--- config.mk ---
export PLATFORM = sky130hd
export DESIGN_NAME = car_down_counter
export DESIGN_NICKNAME = d
export VERILOG_FILES = /design/src/rtl/car_down_counter.sv
export SDC_FILE = /design/constraint.sdc
export NUM_CORES = 1
export LEC_CHECK = 0
export ABC_AREA = 1
export CORE_AREA = 2 2 39 41
export DETAILED_ROUTE_END_ITERATION = 16
export DIE_AREA = 0 0 41 43
export SYNTH_ARGS = -nofsm -noshare
export SYNTH_HDL_FRONTEND = slang
export SYNTH_SLANG_ARGS = --single-unit
--- constraint.sdc ---
create_clock -name clk -period 1.5 [get_ports clk]
set_input_delay 0.225 -clock clk [delete_from_list [all_inputs] [get_ports clk]]
set_output_delay 0.225 -clock clk [all_outputs]
set_load 0.02 [all_outputs]
--- src/rtl/car_down_counter.sv ---
// Loadable down counter that saturates at zero; used for travel and door timing.
module car_down_counter #(
  parameter int W = 4
) (
  input  logic         clk,
  input  logic         rst,
  input  logic         load,
  input  logic [W-1:0] load_val,
  input  logic         dec_en,
  output logic [W-1:0] count,
  output logic         zero
);

  logic [W-1:0] count_q;
  logic [W-1:0] count_d;

  always_comb begin
    count_d = count_q;
    if (load) begin
      count_d = load_val;
    end else if (dec_en && (count_q != '0)) begin
      count_d = count_q - 1'b1;
    end
  end

  always_ff @(posedge clk) begin
    if (!rst) begin
      count_q <= '0;
    end else begin
      count_q <= count_d;
    end
  end

  assign count = count_q;
  assign zero  = (count_q == '0);

endmodule

==> metrics <==
Layout Cell Area excl Fill 473 sq um; crit path capture type primary output; Buf+Inv Stages, Crit Path 1; CP Data Arrival Time 1.21 ns; All-Layer GR Usage 10.1%; CP max FO 4; Remaining Overflow, GRT 0; Internal 0.301 mW; Skew-Pair Late Insertion Delay 0.23 ns; Root Driver clkbuf_4; Yosys reg bits 4; DR vias/cell 3.86; vias 297; Worst-path clk slew 0.03 ns; crit path kind reg2out; wire per inst 7.96 um; Crit path depth 1; Initial Util 19.8%; Seq. cell area 80.1 sq um; die area 1760 sq um; P&R area growth vs syn 72.6%; Syn Inst Count 41; CTS Buf Count 3; first-pass GRT wire length 1.17 mm; delay-heaviest family, CP buffers and inverters; Final min period 1.44 ns; hold_buf cts 0; Synth Net Count 50; WL met1 282 um; R2R depth 8; Rel. slew slack 85.3%; nets 72; Routed WL 613 um; placed cells 74; Logic pwr share 41.7%; sequential power share 29.4%; multi-input logic area 163 sq um; H-tree depth 1; CTS tree built; top layer in use met3; Ant. Diodes 0; Routed Antenna Nets 0; Worst Skew 0.000168 ns; Placed Instance Area 452 sq um; max-slew violation count 0; Pleak 0.257 nW; Die Y 43 um; vias in the first global route 303; CP max stage delay 0.62 ns; die width 41 um; register area share after synthesis 29.2%; layout cell share with drive strength beyond 1 26.2%; RSZ-0062 raised after global routing false; DP HPWL 534 um; Yosys Warn Count 0; Filler cells 158; Netlist cell types 16; row count 14; clock share of power 28.9%; WP data required 1.27 ns; Largest register FFs 4; DRC Markers 0; initial antenna violation count 0; drt first pass iters 2; Crit-path slowest cell clkdlybuf4s50_1; Max VDD drop 0.419 mV; crit path cell chain clkdlybuf4s50_1; crit share post-route 95.8%; DRT iter0 DRCs 4; sw frac 31.8%; setup tns final 0 ns; Pwr Density 933 nW/um^2; Met2 Wirelength 301 um; Hold Vio Cnt, Final 0; CTS max path bufs 2; fin cells 77; MaxCap Viol Count 0; Met3 Routed Length 30 um; mapped cell area 274 sq um; I/O Pins 13; Placeable Area 1380 sq um; Avg Cell Area, Syn 6.68 sq um; Peak Freq 0.696 GHz; clock sink count 4; Post-CTS Setup Bufs 0; CP startpoint kind flip-flop; Hold WC Path Type reg2reg; largest net degree at the start of global routing 8; gpl congestion 0.720; # setup viols final 0; Tightest Pin Transition 0.220 ns; Psw 0.140 mW; PortBufs 12; outcome complete, no violations; Hold Crit Depth 2
## cell families (layout without fill, tap and decap cells)
family | after synthesis | after routing | share of synthesized area, %
AO/OA/AOI/OAI | 6 | 6 | 12.8
XOR/XNOR | 1 | 1 | 3.20
adder cells (fa/ha/maj) | 1 | 1 | 4.57
buffers and inverters | 8 | 28 | 11.4
flip-flops | 4 | 4 | 29.2
AND/OR/NAND/NOR | 21 | 21 | 38.8
## what timing repair did
action | in CTS | in global routing
cloned | 0 | 0
gates resized for setup | 2 | 4
setup endpoints to repair | 2 | 3
## layout make-up
type	count	share of cell area (%)
multi-input combinational	29	34.4
timing repair buffer	17	33.1
sequential	4	16.9
inverter	8	6.61
clock buffer	3	4.76
tap	16	4.23
## power groups by stage
stage	sequential [mW]	clock (mW)	combinational, mW
after floorplan	0.147	0	0.0857
after global placement	0.131	0	0.194
after detailed placement	0.131	0	0.196
after CTS	0.130	0.138	0.190
after global routing	0.132	0.145	0.207
final	0.129	0.128	0.184
## per-stage QoR
stage	hold WS [ns]	power [mW]	util, %	worst slack, ns
2_1_floorplan	0.345	0.232	-	0.204
3_3_place_gp	0.505	0.325	32.6	0.0289
3_5_place_dp	0.508	0.327	32.6	-0.00275
4_1_cts	0.514	0.458	34.1	0.00694
5_1_grt	0.548	0.484	34.2	0.0108
6_report	0.508	0.441	34.2	0.0634
## cells in the final DEF (no fill, tap or decap), types with 2 or more instances in the layout
cell type        n
inv_2            2
buf_4            5
nand2_4          2
nand2_1          8
nand3_1          3
nor2_1           6
dfxtp_1          4
clkbuf_4         3
clkdlybuf4s50_1  8
inv_1            5
dlymetal6s2s_1   2
o21ai_0          3
## worst reg2reg max path, cell delays in order, from the launching register on
cell	delay [ns]
dfxtp_1	0.30
inv_1	0.07
ha_1	0.18
nand3_2	0.09
buf_4	0.14
nand2_4	0.07
nand2_4	0.06
o21ai_0	0.14
nor2_1	0.06
## Yosys cell counts, drive strengths merged
master | number | area share, %
nand3 | 4 | 9.1
ha | 1 | 4.6
xor2 | 1 | 3.2
inv | 7 | 9.6
or2 | 1 | 2.3
o21ai | 3 | 5.5
dfxtp | 4 | 29
a21oi | 2 | 5.0
nand2 | 10 | 19
clkinv | 1 | 1.8
nor2 | 6 | 8.2
o22ai | 1 | 2.3
## final timing paths
check | slack (ns) | startpoint | to
setup / recovery | 0.06 | count[3] | count[3]
hold / removal | 0.51 | count[3] | count[3]
setup reg to reg | 0.28 | count[0] | count[1]
hold reg to reg | 0.51 | count[3] | count[3]
## per-layer routing
metal  up-vias  track usage, %
li1        169               -
met1       123            13.2
met2         5            12.2
met3         0            3.14
met4         0            10.0
met5         -               0
(Power assumes the default switching activity.)
